## src/rtl/keccak_pkg.sv

```systemverilog
// keccak_pkg: shared widths, rates and load-stage state encoding for the SHAKE core
package keccak_pkg;

    localparam int w                    = 64;
    localparam int RATE_SHAKE128        = 1344;
    localparam int RATE_SHAKE256        = 1088;
    localparam logic SHAKE256_MODE_VEC  = 1'b1;

    typedef enum logic [1:0] {
        IDLE,
        LOAD,
        PAD,
        HANDOFF
    } load_state_t;

    // Number of w-bit words in one rate block for the given mode bit.
    function automatic int rate_words(input logic mode);
        return ((mode == SHAKE256_MODE_VEC) ? RATE_SHAKE256 : RATE_SHAKE128) / w;
    endfunction

endpackage

```

## src/rtl/load_controller.sv

```systemverilog
// load_controller: sequences header/data loading, padding and block handoff
// for one SHAKE message at a time.
module load_controller
    import keccak_pkg::*;
(
    input  logic clk,
    input  logic rst,
    input  logic valid_i,
    output logic ready_o,
    input  logic input_buffer_full,
    input  logic input_size_reached,
    input  logic first_incomplete_input_word,
    input  logic last_input_block,
    output logic control_regs_enable,
    output logic load_enable,
    output logic padding_enable,
    output logic padding_reset,
    output logic input_counter_en,
    output logic input_counter_load,
    output logic block_valid_o,
    input  logic block_ready_i,
    output logic last_block_o,
    output logic busy_o
);

    load_state_t state_q, state_d;
    logic        last_q, last_d;
    logic        rst_q;
    logic        live;
    logic        accept;
    logic        pad_load;
    logic        handoff;

    // Outputs stay quiet while reset is applied and for the cycle after it.
    always_comb begin
        live                = !rst && !rst_q;
        ready_o             = live && ((state_q == IDLE) ||
                              (state_q == LOAD && !input_buffer_full && !input_size_reached));
        accept              = valid_i && ready_o;
        pad_load            = live && state_q == PAD && !input_buffer_full;
        handoff             = live && state_q == HANDOFF && block_ready_i;
        control_regs_enable = accept && state_q == IDLE;
        padding_reset       = accept && state_q == IDLE;
        load_enable         = (accept && state_q == LOAD) || pad_load;
        input_counter_en    = load_enable;
        padding_enable      = (accept && state_q == LOAD && first_incomplete_input_word) || pad_load;
        input_counter_load  = (accept && state_q == IDLE) || (handoff && !last_q);
        block_valid_o       = live && state_q == HANDOFF;
        last_block_o        = block_valid_o && last_q;
        busy_o              = live && state_q != IDLE;
    end

    always_comb begin
        state_d = state_q;
        last_d  = last_q;
        unique case (state_q)
            IDLE:    state_d = accept ? LOAD : IDLE;
            LOAD: begin
                if (input_buffer_full) begin
                    state_d = HANDOFF;
                    last_d  = last_input_block;
                end else if (input_size_reached) begin
                    state_d = PAD;
                end
            end
            PAD: begin
                if (input_buffer_full) begin
                    state_d = HANDOFF;
                    last_d  = last_input_block;
                end
            end
            HANDOFF: begin
                if (handoff)
                    state_d = last_q ? IDLE : (input_size_reached ? PAD : LOAD);
            end
            default: state_d = IDLE;
        endcase
    end

    always_ff @(posedge clk) begin
        rst_q <= rst;
        if (rst) begin
            state_q <= IDLE;
            last_q  <= 1'b0;
        end else begin
            state_q <= state_d;
            last_q  <= last_d;
        end
    end

endmodule

```

## config.mk

```make
export PLATFORM = sky130hd
export DESIGN_NAME = load_controller
export DESIGN_NICKNAME = d
export VERILOG_FILES = /design/src/rtl/keccak_pkg.sv /design/src/rtl/load_controller.sv
export SDC_FILE = /design/constraint.sdc
export NUM_CORES = 1
export LEC_CHECK = 0
export ABC_AREA = 1
export CELL_PAD_IN_SITES_DETAIL_PLACEMENT = 1
export CELL_PAD_IN_SITES_GLOBAL_PLACEMENT = 2
export CORE_MARGIN = 2
export CORE_UTILIZATION = 18
export CTS_CLUSTER_DIAMETER = 30
export DETAILED_ROUTE_END_ITERATION = 12
export GPL_TIMING_DRIVEN = 0
export PLACE_DENSITY = 0.73
export SYNTH_ARGS = -nofsm -noshare
export SYNTH_HDL_FRONTEND = slang
export SYNTH_SLANG_ARGS = --single-unit
```

## constraint.sdc

```tcl
create_clock -name clk -period 1.98 [get_ports clk]
set_clock_uncertainty 0.2 [all_clocks]
set_input_delay 0.594 -clock clk [delete_from_list [all_inputs] [get_ports clk]]
set_output_delay 0.594 -clock clk [all_outputs]
set_load 0.05 [all_outputs]
```

**After elaboration in Yosys (flattened, before gate mapping)**

Index checks and enable logic that the tools add are counted.

- Add/subtract/negate cells: 0
- Multiply operators: 0
- Div/mod/pow operators: 0
- Magnitude comparators: 0
- Equality and inequality tests: 6
- Shift operators: 0
- Muxes and demuxes: 8
- Bitwise gates (word level): 0
- Reductions and logical operators: 29

Operators by type and width:

| kind | number |
|---|---|
| 1-bit logical AND | 15 |
| 2-bit two-way mux | 6 |
| 2-bit one-hot mux with 4 select lines | 1 |
| 1-bit logical NOT | 5 |
| 2-bit == test (second input constant) | 2 |
| 1-bit logical OR | 4 |
| 2-bit inequality test (second input constant) | 2 |
| 3-bit inequality test (second input constant) | 1 |
| 3-bit AND reduction | 1 |
| 2-bit by 1-bit == test with 1-bit output (second input constant) | 1 |
| 2-bit logical NOT | 1 |
| 2-bit AND reduction | 1 |
| 2-bit nonzero test | 1 |
| 2-bit OR reduction | 1 |
| 1-bit two-way mux | 1 |

- Register bits: 4
- Bits in latches: 0
- RAM bits: 0
- Memory bits (read-only): 0
- Bits of input ports: 8
- Output and inout port bits: 10
- Memories kept: 0

**Logic depth before layout (Yosys ltp)**

- Depth after elaboration: 9
- Gate-level depth with buffers: 8
- Mapped depth without buffers: 8

**Worst setup path before layout**

No wires, ideal clock.

- Path kind: input -> output
- From: in rst
- To: out input_counter_load
- Arrival: 1,968 ps
- Data required time: 1,186 ps
- Slack: -782 ps
- Stages on the path: 5
- Path buffers: 0
- Path through: inv_2 -> nand2_2 -> nor2_1 -> nand3_1 -> nand2_1

- Longest elaborated chain between the ends: 6
- Elaborated cells on any way between the ends: 9
- Classes of those cells: reduce/logical (9)

Ends and longest elaborated chain:

| what | line | text |
|---|---|---|
| start: declaration | load_controller.sv:7 | `input logic rst,` |
| 1-bit logical NOT | load_controller.sv:36 | `live = !rst && !rst_q;` |
| 1-bit logical AND | load_controller.sv:36 |  |
| 1-bit logical AND | -- |  |
| net block_valid_o | load_controller.sv:20 | `output logic block_valid_o,` |
| 1-bit logical AND | load_controller.sv:41 | `handoff = live && state_q == HANDOFF && block_ready_i;` |
| 1-bit logical AND | load_controller.sv:47 | `input_counter_load = (accept && state_q == IDLE) \|\| (handoff && !last_q);` |
| 1-bit logical OR | load_controller.sv:47 |  |
| end: declaration | load_controller.sv:19 | `output logic input_counter_load,` |

The timed path passes the listed nets, and every way through them passes these cells.

**Final worst setup path**

- From: reg state_q[0]
- To: out load_enable

- Longest elaborated chain between the ends: 8
- Elaborated cells on any way between the ends: 12
- Classes of those cells: eq/ne (2); reduce/logical (10)

Ends and longest elaborated chain:

| what | line | text |
|---|---|---|
| start: declaration | load_controller.sv:26 | `load_state_t state_q, state_d;` |
| start signal: assignment | load_controller.sv:86 | `state_q <= state_d;` |
| 2-bit by 1-bit == test with 1-bit output | load_controller.sv:38, load_controller.sv:44 |  |
| 1-bit logical AND (2 in series) | load_controller.sv:38 | `(state_q == LOAD && !input_buffer_full && !input_size_reached));` |
| 1-bit logical OR | load_controller.sv:37 | `ready_o = live && ((state_q == IDLE) \|\|` |
| 1-bit logical AND | load_controller.sv:37 |  |
| 1-bit logical AND | load_controller.sv:39 | `accept = valid_i && ready_o;` |
| 1-bit logical AND | load_controller.sv:44 | `load_enable = (accept && state_q == LOAD) \|\| pad_load;` |
| 1-bit logical OR * | load_controller.sv:44 |  |
| end: declaration | load_controller.sv:15 | `output logic load_enable,` |

Every way passes the cells marked *; elsewhere a longest branch is shown, timed or not.

==> impl_metrics.csv <==
group,metric,value,unit
outcome,status,"finished with violations",
outcome,violations,"setup timing",
grt,top_usage_layer,"met2",
logic_synthesis,ys.flop_type,"dfxtp_1",
worst_setup_path,r2r_setup_slack,0.35,ns
power,p_leak,0.422,nW
die,io-pin-count,18,
worst_setup_path,path_common_cell,"or2_4",
logic_synthesis,yosys_warnings,0,
detailed_routing,wl_per_cell,11.4,um
worst_setup_path,cp_max_fo,3,
worst_setup_path,cpLargestDelayFamily,"simple AND/OR/NAND/NOR gates",
logic_synthesis,synth.most_common_cell,"inv_1",
sta,relSlewSlack,85.0,%
clock_tree,clk_pin_slew,0.04,ns
power,power,420,uW
clock_tree,cts_buffers,3,
logic_synthesis,yosys.area.top_type,"dfxtp_1",
worst_setup_path,startpoint_type,"flop",
logic_synthesis,synth.cell_area,428,um2
sta,fin_crit,2.42,ns
detailed_routing,vias,503,
worst_setup_path,cp.buffers_inverters,4,
worst_setup_path,r2r-start,"state_q[0]",
die,die-area,2780,um2
clock_tree,htreeDepth,1,
final_layout,diodes,0,
die,fp.dieW,52.8,um
die,die_h,52.8,um
logic_synthesis,synth.area.top_cells,"dfxtp_1 19%, ha_1 15%, inv_1 11%, nand2_1 9.6%, nand3_1 7.0%",
final_layout,final_area,893,um2
min_path,hp-class,"in -> reg",
logic_synthesis,synth_common_cells,"13 x inv_1, 11 x nand2_1, 6 x nand3_1",
power,power_density,470,nW/um2
logic_synthesis,synth.distinct_cells,19,
detailed_routing,dr.pass1.iters,2,
die,fp.coreArea,2230,um2
worst_setup_path,cpMaxStageDelayCell,"dfxtp_4",
grt,antenna_found_initial,0,
sta,tightest_slew,0.224,ns
grt,grt_usage,11.7,%
logic_synthesis,syn_avg_cell_area,6.58,um2
worst_setup_path,ff2ff_path_depth,10,
grt,grt_max_degree,7,
sta,setup_violations,9,
logic_synthesis,ys_seq_area_share,18.7,%
detailed_routing,wirelength,1420,um
final_layout,fillers,274,
detailed_routing,drcViolationCount,0,
logic_synthesis,synthArstFlopShare,0,%
power,seq_power_share,23.5,%
worst_setup_path,path_cells,"inv_4 -> ha_4 -> inv_2 -> or2_4 -> or2_4 -> nand2_8 -> buf_6 -> buf_8",
sta,whs,0.341,ns
final_layout,layout-drive-gt1-share,57.3,%
clock_tree,clockBufferDepth,2,
grt,use_met3,4.29,%
worst_setup_path,rr_endpoint,"state_q[0]",
die,initial_core_util,19.2,%
min_path,hold_depth,1,
logic_synthesis,synth-edff-count,0,
final_layout,nNetsFinal,111,
power,switching_share,38.9,%
final_layout,syn2layout_area_growth,109,%
place,placed_area,714,um2
clock_tree,clkSinkCount,4,
grt,grt_pass1_wl,2320,um
power,clockPowerShare,23.9,%
detailed_routing,drtIter0Drc,4,
place,portBuffers,17,
min_path,min_to,"rst_q",
sta,finalHoldViolations,0,
logic_synthesis,syn_nets,78,
sta,timing.final.ws_setup,-0.437,ns
power,vdd_drop_max,474,uV
detailed_routing,vias_per_cell,4.06,
worst_setup_path,worstSetupPathType,"reg -> out",
die,rows,17,
worst_setup_path,cp_data_required_time,1.19,ns
grt,grt_overflow,0,
clock_tree,tritoncts,"yes",
grt,grtUsageMet2,20.6,%
power,p_comb_share,52.5,%
sta,fin_crit_sh,122,%
sta,rsz0062_at_grt,"yes",
power,switchingPower,163,uW
place,hpwl,1090,um
detailed_routing,postRouteAntennaNets,0,
run,drv_cap,0,
grt,grt_use_met1,13.7,%
worst_setup_path,end_kind,"output pin",
place,gp_congestion,0.753,
sta,drv_slew,0,
power,p_int,257,uW
worst_setup_path,worstPathArrival,1.62,ns
clock_tree,ctsHoldBuffers,0,
clock_tree,clkLatencyLatePin,0.24,ns
min_path,hp-start,"rst",
worst_setup_path,cpPeakStageDelay,0.35,ns
logic_synthesis,netlist_instances,65,
sta,fmax,414,MHz
logic_synthesis,synth_seq_cells,4,
worst_setup_path,cp-startpoint,"state_q[0]",
grt,grt_pass1_vias,506,
clock_tree,cts_root_buffer,"clkbuf_4",
logic_synthesis,yosys.area.top_type_share,18.7,%
final_layout,final_core_util,40.0,%
==> worst max-delay path by stage <==
stage | slack [ns] | end | cells after the start
floorplan | -0.59 | padding_reset | 6
global placement | -1.50 | load_enable | 6
detailed placement | -1.51 | load_enable | 6
CTS | -0.49 | load_enable | 8
global route | -0.50 | padding_reset | 8
finish | -0.44 | load_enable | 8
==> cell type report <==
type                       count  area, um2  area share [%]
timing repair buffer          28        259            29.0
multi-input combinational     45        394            44.1
buffer                         2       26.3            2.94
inverter                      14       68.8            7.70
sequential                     4       87.6            9.80
clock buffer                   3       22.5            2.52
tap                           28       35.0            3.92
==> worst register-to-register path, stage by stage (launching register included) <==
cell     delay (ns)
dfxtp_4        0.35
inv_4          0.08
ha_4           0.14
inv_2          0.03
or2_4          0.22
buf_4          0.13
buf_4          0.12
nand3_1        0.09
nand2_1        0.06
nand2_1        0.05
nor2_1         0.04
==> power by group through the flow <==
| stage | registers, mW | logic (mW) | clock network (mW) |
|---|---|---|---|
| after CTS | 0.0983 | 0.208 | 0.106 |
| after floorplan | 0.0943 | 0.115 | 0 |
| after detailed placement | 0.0963 | 0.168 | 0 |
| after global routing | 0.100 | 0.240 | 0.117 |
| after global placement | 0.0957 | 0.164 | 0 |
| final | 0.0988 | 0.221 | 0.101 |
==> layer usage <==
metal  part of all wire (%)  vias to the layer above
li1                       -                      264
met1                     45                      228
met2                     52                       11
met3                    2.9                        0
met4                      0                        0
met5                      0                        -
==> through the flow <==
stage	TNS, ns	instances	setup slack, ns
after detailed placement	-13.02	110	-1.51
after global routing	-3.58	124	-0.503
after floorplan	-2.92	65	-0.586
final	-2.88	124	-0.437
after CTS	-2.99	121	-0.487
after global placement	-12.82	110	-1.50
==> sequential cells by signal, indices dropped and copies added (netlist names) <==
signal   cells
last_q       1
rst_q        1
state_q      2
==> logic make-up after synthesis <==
group	share of synthesized area (%)
buffers and inverters	15.8
and+or+nand+nor	36.0
AOI/OAI and AO/OA	14.9
adders and majority gates	14.6
DFF	18.7
==> cells in the final DEF, fill, tap and decap left out <==
cell	n
nand2_1	10
ha_4	3
a21oi_4	1
o21ai_4	1
nor2_2	3
buf_6	5
dlygate4sd2_1	1
inv_2	2
ha_1	2
nand3_2	1
nand2_4	1
buf_8	5
o21ai_2	1
nor2_4	1
inv_4	1
a21oi_1	4
or2_4	2
dfxtp_1	2
nand2_8	2
inv_6	2
nor3_4	1
clkdlybuf4s50_1	3
nand3_4	1
dfxtp_4	2
o21ai_0	2
nand3_1	5
clkinvlp_4	1
buf_4	14
buf_2	2
clkbuf_4	3
nor2_1	3
nand4_1	1
inv_1	8
==> timing repair <==
action / CTS / global route
gates cloned: 0 / 0
buffers inserted: 8 / 3
endpoints found under the setup margin: 10 / 10
pin swaps: 11 / 8
gates resized for setup: 100 / 6
Note: power is estimated with default switching activity, not from simulation.
